`config.mk`:
```
export PLATFORM = sky130hd
export DESIGN_NAME = fetch_realign_buffer
export DESIGN_NICKNAME = d
export VERILOG_FILES = /design/src/rtl/fetch_realign_buffer.sv
export SDC_FILE = /design/constraint.sdc
export NUM_CORES = 2
export LEC_CHECK = 0
export CAP_MARGIN = 10
export CORE_MARGIN = 4
export CORE_UTILIZATION = 30
export DETAILED_ROUTE_END_ITERATION = 16
export DONT_BUFFER_PORTS = 1
export GPL_TIMING_DRIVEN = 0
export SYNTH_ARGS = -nofsm -noshare
export SYNTH_HDL_FRONTEND = slang
export SYNTH_SLANG_ARGS = --single-unit
```
`constraint.sdc`:
```
create_clock -name clk_i -period 25.6 [get_ports clk_i]
set_input_delay 2.56 -clock clk_i [delete_from_list [all_inputs] [get_ports clk_i]]
set_output_delay 2.56 -clock clk_i [all_outputs]
set_load 0.005 [all_outputs]
```
`src/rtl/fetch_realign_buffer.sv`:
```
// Instruction realigner and fetch queue: splits halfword-aligned fetch blocks into RVC/RVI
// instructions, stitching 32-bit instructions that straddle blocks, and queues them for decode.
module fetch_realign_buffer #(
  parameter int unsigned FETCH_BYTES = 4,
  parameter int unsigned DEPTH       = 8
) (
  input  logic                         clk_i,
  input  logic                         rst_i,
  input  logic                         flush_i,
  input  logic                         fetch_valid_i,
  output logic                         fetch_ready_o,
  input  logic [8*FETCH_BYTES-1:0]     fetch_data_i,
  input  logic [63:0]                  fetch_vaddr_i,
  input  logic                         fetch_ex_i,
  output logic                         instr_valid_o,
  input  logic                         instr_ready_i,
  output logic [31:0]                  instr_o,
  output logic [63:0]                  instr_addr_o,
  output logic                         instr_rvc_o,
  output logic                         instr_ex_o,
  output logic [$clog2(DEPTH):0]       count_o
);

  localparam int unsigned H     = FETCH_BYTES / 2;
  localparam int unsigned OffW  = $clog2(FETCH_BYTES);
  localparam int unsigned SlotW = OffW - 1;
  localparam int unsigned PtrW  = $clog2(DEPTH);
  localparam int unsigned CntW  = PtrW + 1;

  typedef struct packed {
    logic [31:0] instr;
    logic [63:0] addr;
    logic        rvc;
    logic        ex;
  } entry_t;

  entry_t          mem_q [DEPTH];
  logic [PtrW-1:0] rd_ptr_q, rd_ptr_d;
  logic [PtrW-1:0] wr_ptr_q, wr_ptr_d;
  logic [CntW-1:0] count_q, count_d;
  logic            pend_q, pend_d;
  logic [15:0]     pend_instr_q, pend_instr_d;
  logic [63:0]     pend_addr_q, pend_addr_d;

  entry_t          push_entry [H];
  logic [CntW-1:0] n_push;
  logic            scan_pend;
  logic [15:0]     scan_pend_instr;
  logic [63:0]     scan_pend_addr;
  logic [15:0]     slots [H+1];
  logic [SlotW-1:0] start_slot;
  logic [63:0]     base_addr;
  logic            cont;
  logic            accept;
  logic            pop;
  entry_t          head;

  logic unused_vaddr_lsb;
  assign unused_vaddr_lsb = fetch_vaddr_i[0];

  assign start_slot = fetch_vaddr_i[OffW-1:1];
  assign base_addr  = {fetch_vaddr_i[63:OffW], {OffW{1'b0}}};
  assign cont       = pend_q && (start_slot == '0) && (base_addr == pend_addr_q + 64'd2);

  // Admission reserves room for a worst-case block of H entries using the registered count.
  assign fetch_ready_o = (CntW'(DEPTH) - count_q) >= CntW'(H);
  assign instr_valid_o = (count_q != '0);
  assign accept        = fetch_valid_i & fetch_ready_o & ~flush_i;
  assign pop           = instr_valid_o & instr_ready_i & ~flush_i;

  always_comb begin
    int   np;
    logic skip;
    np              = 0;
    skip            = 1'b0;
    scan_pend       = 1'b0;
    scan_pend_instr = pend_instr_q;
    scan_pend_addr  = pend_addr_q;
    for (int i = 0; i < int'(H); i++) begin
      push_entry[i] = '0;
      slots[i]      = fetch_data_i[16*i +: 16];
    end
    slots[H] = '0;

    if (fetch_ex_i) begin
      push_entry[0].addr = cont ? pend_addr_q : fetch_vaddr_i;
      push_entry[0].ex   = 1'b1;
      np                 = 1;
    end else begin
      for (int k = 0; k < int'(H); k++) begin
        if (skip) begin
          skip = 1'b0;
        end else if (k >= int'(start_slot)) begin
          if (cont && (k == int'(start_slot))) begin
            push_entry[np].instr = {slots[k], pend_instr_q};
            push_entry[np].addr  = pend_addr_q;
            np                   = np + 1;
          end else if (slots[k][1:0] != 2'b11) begin
            push_entry[np].instr = {16'h0000, slots[k]};
            push_entry[np].addr  = base_addr + 64'(2 * k);
            push_entry[np].rvc   = 1'b1;
            np                   = np + 1;
          end else if (k < int'(H) - 1) begin
            push_entry[np].instr = {slots[k+1], slots[k]};
            push_entry[np].addr  = base_addr + 64'(2 * k);
            np                   = np + 1;
            skip                 = 1'b1;
          end else begin
            // Upper half arrives with the next block.
            scan_pend       = 1'b1;
            scan_pend_instr = slots[k];
            scan_pend_addr  = base_addr + 64'(2 * k);
          end
        end
      end
    end
    n_push = CntW'(np);
  end

  always_comb begin
    pend_d       = pend_q;
    pend_instr_d = pend_instr_q;
    pend_addr_d  = pend_addr_q;
    count_d      = count_q;
    wr_ptr_d     = wr_ptr_q;
    rd_ptr_d     = rd_ptr_q;
    if (flush_i) begin
      pend_d   = 1'b0;
      count_d  = '0;
      wr_ptr_d = '0;
      rd_ptr_d = '0;
    end else begin
      if (accept) begin
        pend_d       = scan_pend;
        pend_instr_d = scan_pend_instr;
        pend_addr_d  = scan_pend_addr;
        wr_ptr_d     = wr_ptr_q + n_push[PtrW-1:0];
      end
      count_d  = count_q + (accept ? n_push : '0) - CntW'(pop);
      rd_ptr_d = rd_ptr_q + PtrW'(pop);
    end
  end

  always_ff @(posedge clk_i) begin
    if (rst_i) begin
      pend_q       <= 1'b0;
      pend_instr_q <= '0;
      pend_addr_q  <= '0;
      count_q      <= '0;
      wr_ptr_q     <= '0;
      rd_ptr_q     <= '0;
    end else begin
      pend_q       <= pend_d;
      pend_instr_q <= pend_instr_d;
      pend_addr_q  <= pend_addr_d;
      count_q      <= count_d;
      wr_ptr_q     <= wr_ptr_d;
      rd_ptr_q     <= rd_ptr_d;
    end
  end

  always_ff @(posedge clk_i) begin
    if (!rst_i && accept) begin
      for (int i = 0; i < int'(H); i++) begin
        if (CntW'(i) < n_push) begin
          mem_q[wr_ptr_q + PtrW'(i)] <= push_entry[i];
        end
      end
    end
  end

  // Storage is not reset, so the head is masked while the queue is empty.
  assign head         = mem_q[rd_ptr_q];
  assign instr_o      = instr_valid_o ? head.instr : '0;
  assign instr_addr_o = instr_valid_o ? head.addr  : '0;
  assign instr_rvc_o  = instr_valid_o & head.rvc;
  assign instr_ex_o   = instr_valid_o & head.ex;
  assign count_o      = count_q;

endmodule

```
==> impl_metrics.json <==
{
  "cts_hold_buf": 0,
  "synth.yosys.seq_area_share_pct": 54.7,
  "synth.yosys.warnings": 0,
  "dp.cells": 5594,
  "timing_worst_slew_pin_value_ns": 1.44,
  "clockRootBuffer": "sky130_fd_sc_hd__clkbuf_16",
  "power_density_nw_per_um2": 60.5,
  "ctsLongestPathBuffers": 3,
  "slew-limit-headroom_pct": 4.18,
  "syn_area_um2": 46300,
  "rows": 143,
  "grt_pass1_vias": 31840,
  "dieWidth_um": 401,
  "fp.dieH_um": 401,
  "synth_area_per_cell_um2": 13.3,
  "clock_skew_ns": 0.0309,
  "start_kind": "input port",
  "final_net_count": 3785,
  "worstPathCellList": "clkbuf_1 > nand4b_1 > a2111oi_0 > nand4_1 > nor2_1 > nand4_1 > nor4_1 > and4_1 > a211oi_2 > or4_1 > buf_2 > buf_1 > o41ai_2 > buf_4 > buf_4 > buf_4 > buf_4 > buf_4 > buf_4 > buf_6",
  "setup.worst_path.end_class": "flop",
  "grt-ovfl-total": 0,
  "hold_path_depth": 2,
  "synth.ff_latch_count": 874,
  "synthDistinctLibCells": 70,
  "placement.io_buffers": 0,
  "synth_enable_flop_cells": 784,
  "detailed_place.area_um2": 50200,
  "design.portCount": 206,
  "critPathKind": "in2reg",
  "most_used_dff_post_synth": "sky130_fd_sc_hd__edfxtp_1",
  "seq_power_share_pct": 49.0,
  "clock_power_share_pct": 42.1,
  "reg2reg_slack_ns": 18.12,
  "wl_per_cell_um": 28.3,
  "wl_um": 163000,
  "slew_violations": 0,
  "cts_made_buffers": 91,
  "cell_family_contributing_the_most_delay_on_the_critical_path": "buffers and inverters",
  "syn_nets": 3592,
  "gp_routability_congestion": 0.934,
  "die-area_um2": 161000,
  "grtUsageTotal_pct": 19.6,
  "hold_viol": 0,
  "postSynth.asyncResetShare_pct": 0,
  "post_drt_via_cell_ratio": 5.66,
  "leakage_power_of_the_design_nw": 20.2,
  "hold_path_end": "pend_instr_q[1]",
  "post_synth_inst_count": 3474,
  "reg2reg_depth": 22,
  "crit_cells": 20,
  "worst_hold_startpoint": "pend_instr_q[1]",
  "h-tree-depth": 3,
  "path_max_fanout": 10,
  "global_route_wire_length_before_repair_um": 233000,
  "worst_setup_hold_path_clk_slew_ns": 0.06,
  "clkSinkCount": 874,
  "grt_antenna_before_repair": 13,
  "drt_iter0_markers": 4388,
  "post_cts_resize_count": 0,
  "critical_path.most_common_cell": "sky130_fd_sc_hd__buf_4",
  "drive_gt1_share_pct": 14.7,
  "power.net_switching_uw": 778,
  "drt_pass1_iterations": 6,
  "grt_setup_unrepaired": "no",
  "critical_path_required_time_ns": 25.99,
  "min_period_over_period_pct": 30.7,
  "maximum_number_of_pins_on_one_net_before_global_route_repair": 22,
  "finalWorstSetupSlack_ns": 17.74,
  "power.ir.vdd_worst_uv": 48.3,
  "critical_path_arrival_ns": 8.25,
  "drtAntennaViolNets": 0,
  "dr_total_vias": 32657,
  "timing.critical_path.slowest_cell_delay_ns": 0.79,
  "hold_path_class": "reg2reg",
  "floorplan.initialDensity_pct": 30.4,
  "post_cts.repair.setup_buffers": 0,
  "timing.fmax_ghz": 0.127,
  "r2r_end": "mem_q[1][36]",
  "drc_errors": 0,
  "placeableCoreArea_um2": 153000,
  "worstReg2RegStart": "pend_addr_q[1]",
  "path_buf_inv": 10,
  "cts_tree": "done",
  "post-route-min-period_ns": 7.86,
  "final_cells": 5773,
  "fin_util_pct": 34.9,
  "max_cap_viol_count": 0,
  "worst_path_cell_with_the_longest_stage_delay": "sky130_fd_sc_hd__a2111oi_0",
  "dp_slack_ns": 17.25,
  "run_status": "completed",
  "area_growth_syn_to_layout_pct": 14.8,
  "design_area_um2": 53200,
  "place.detailed.hpwl_um": 117000,
  "combPwrFrac_pct": 8.9,
  "nFillCells": 14882,
  "setup-violations-final": 0,
  "insertion_delay_ns": 0.69,
  "cellInternalPower_mw": 2.44,
  "sw_frac_of_total_pct": 24.2
}
[metrics by stage]
stage | total power, mW | setup TNS (ns) | hold slack [ns]
2_1_floorplan | 1.79 | 0 | 0.429
3_3_place_gp | 1.89 | -862.96 | 0.444
3_5_place_dp | 1.90 | 0 | 0.448
4_1_cts | 3.23 | 0 | 0.462
5_1_grt | 3.31 | 0 | 0.500
6_report | 3.22 | 0 | 0.467
[cells by family (layout without fill, tap and decap cells)]
group | Yosys count | after routing | share of synthesized area, %
buffers and inverters | 348 | 611 | 3.30
other | 0 | 6 | 0
adders and majority gates | 16 | 16 | 0.465
DFF | 874 | 874 | 54.7
AOI/OAI and AO/OA | 429 | 429 | 5.61
muxes | 928 | 928 | 25.4
xor gates and xnor gates | 83 | 83 | 1.57
and+or+nand+nor | 796 | 796 | 8.99
[final cells by class]
class	count	area (um2)	area share, %
antenna	6	15.0	0.0282
buffer	332	1470	2.76
clock buffer	110	2430	4.58
clock inverter	53	505	0.950
inverter	16	60.1	0.113
multi-input combinational	2252	19500	36.7
sequential	874	25300	47.6
tap	2030	2540	4.78
timing repair buffer	100	1280	2.41
[power by group through the flow]
stage / clock network [mW] / logic (mW) / registers, mW
after global placement: 0 / 0.274 / 1.62
after floorplan: 0 / 0.180 / 1.61
final: 1.35 / 0.286 / 1.58
after detailed placement: 0 / 0.287 / 1.61
after CTS: 1.37 / 0.289 / 1.58
after global routing: 1.42 / 0.314 / 1.58
[cell usage in the layout (no fill, tap or decap), drive strengths merged, types with 19 or more instances in the layout]
master / Yosys / final
a21oi: 205 / 205
a221oi: 64 / 64
and2: 26 / 26
buf: 139 / 234
clkbuf: 193 / 308
clkinv: 0 / 41
dfxtp: 90 / 90
edfxtp: 784 / 784
mux2i: 729 / 729
mux4: 196 / 196
nand2: 131 / 131
nand3: 122 / 122
nand4: 108 / 108
nor2: 160 / 160
nor3: 128 / 128
nor4: 31 / 31
o21ai: 96 / 96
or4: 19 / 19
xnor2: 52 / 52
xor2: 31 / 31
[how the worst max path moves through the flow]
stage               slack, ns      endpoint             start
global placement        -3.06  mem_q[0][34]  fetch_vaddr_i[6]
detailed placement      17.25  mem_q[0][34]  fetch_vaddr_i[6]
floorplan               10.06   mem_q[0][0]  fetch_vaddr_i[6]
finish                  17.74  mem_q[0][31]  fetch_vaddr_i[3]
CTS                     17.95  mem_q[0][33]  fetch_vaddr_i[6]
global route            17.51  mem_q[0][31]  fetch_vaddr_i[3]
[flip-flops by register name, summed over array words and instances, names as in the netlist]
signal / count
pend_addr_q: 63
pend_instr_q: 16
pend_q: 1
rd_ptr_q: 3
mem_q: 784
wr_ptr_q: 3
count_o: 4
[Yosys cell counts (all sizes together) (6+ instances only)]
| library cell | n | area share, % |
|---|---|---|
| nor4 | 31 | 0.70 |
| or3 | 17 | 0.23 |
| nand3b | 6 | 0.097 |
| nand3 | 122 | 1.3 |
| nor2 | 160 | 1.3 |
| and3 | 16 | 0.22 |
| o21ai | 96 | 1.0 |
| nor3 | 128 | 1.4 |
| buf | 139 | 1.6 |
| dfxtp | 90 | 3.9 |
| nand4 | 108 | 1.5 |
| mux4 | 196 | 9.5 |
| or4 | 19 | 0.31 |
| edfxtp | 784 | 51 |
| a31oi | 7 | 0.095 |
| xor2 | 31 | 0.59 |
| inv | 16 | 0.13 |
| and2 | 26 | 0.35 |
| ha | 14 | 0.38 |
| nand2 | 131 | 1.1 |
| xnor2 | 52 | 0.98 |
| a21oi | 205 | 2.2 |
| a221oi | 64 | 1.2 |
| mux2i | 729 | 16 |
| nand2b | 8 | 0.11 |
| a311oi | 14 | 0.26 |
| clkbuf | 193 | 1.6 |
| and4 | 8 | 0.15 |
[layer usage]
layer | global-route usage (%) | part of all wire, % | up-vias
li1 | - | - | 14104
met1 | 26.2 | 40 | 16656
met2 | 30.1 | 45 | 1670
met3 | 7.25 | 12 | 223
met4 | 4.77 | 2.5 | 4
met5 | 0 | 0.12 | -
[worst min-delay path, stage by stage (launching register included)]
cell and delay, ns:
sky130_fd_sc_hd__dfxtp_1 0.32, sky130_fd_sc_hd__a21oi_1 0.04, sky130_fd_sc_hd__nor2_1 0.07
No activity file was read; power rests on OpenSTA's default activity.
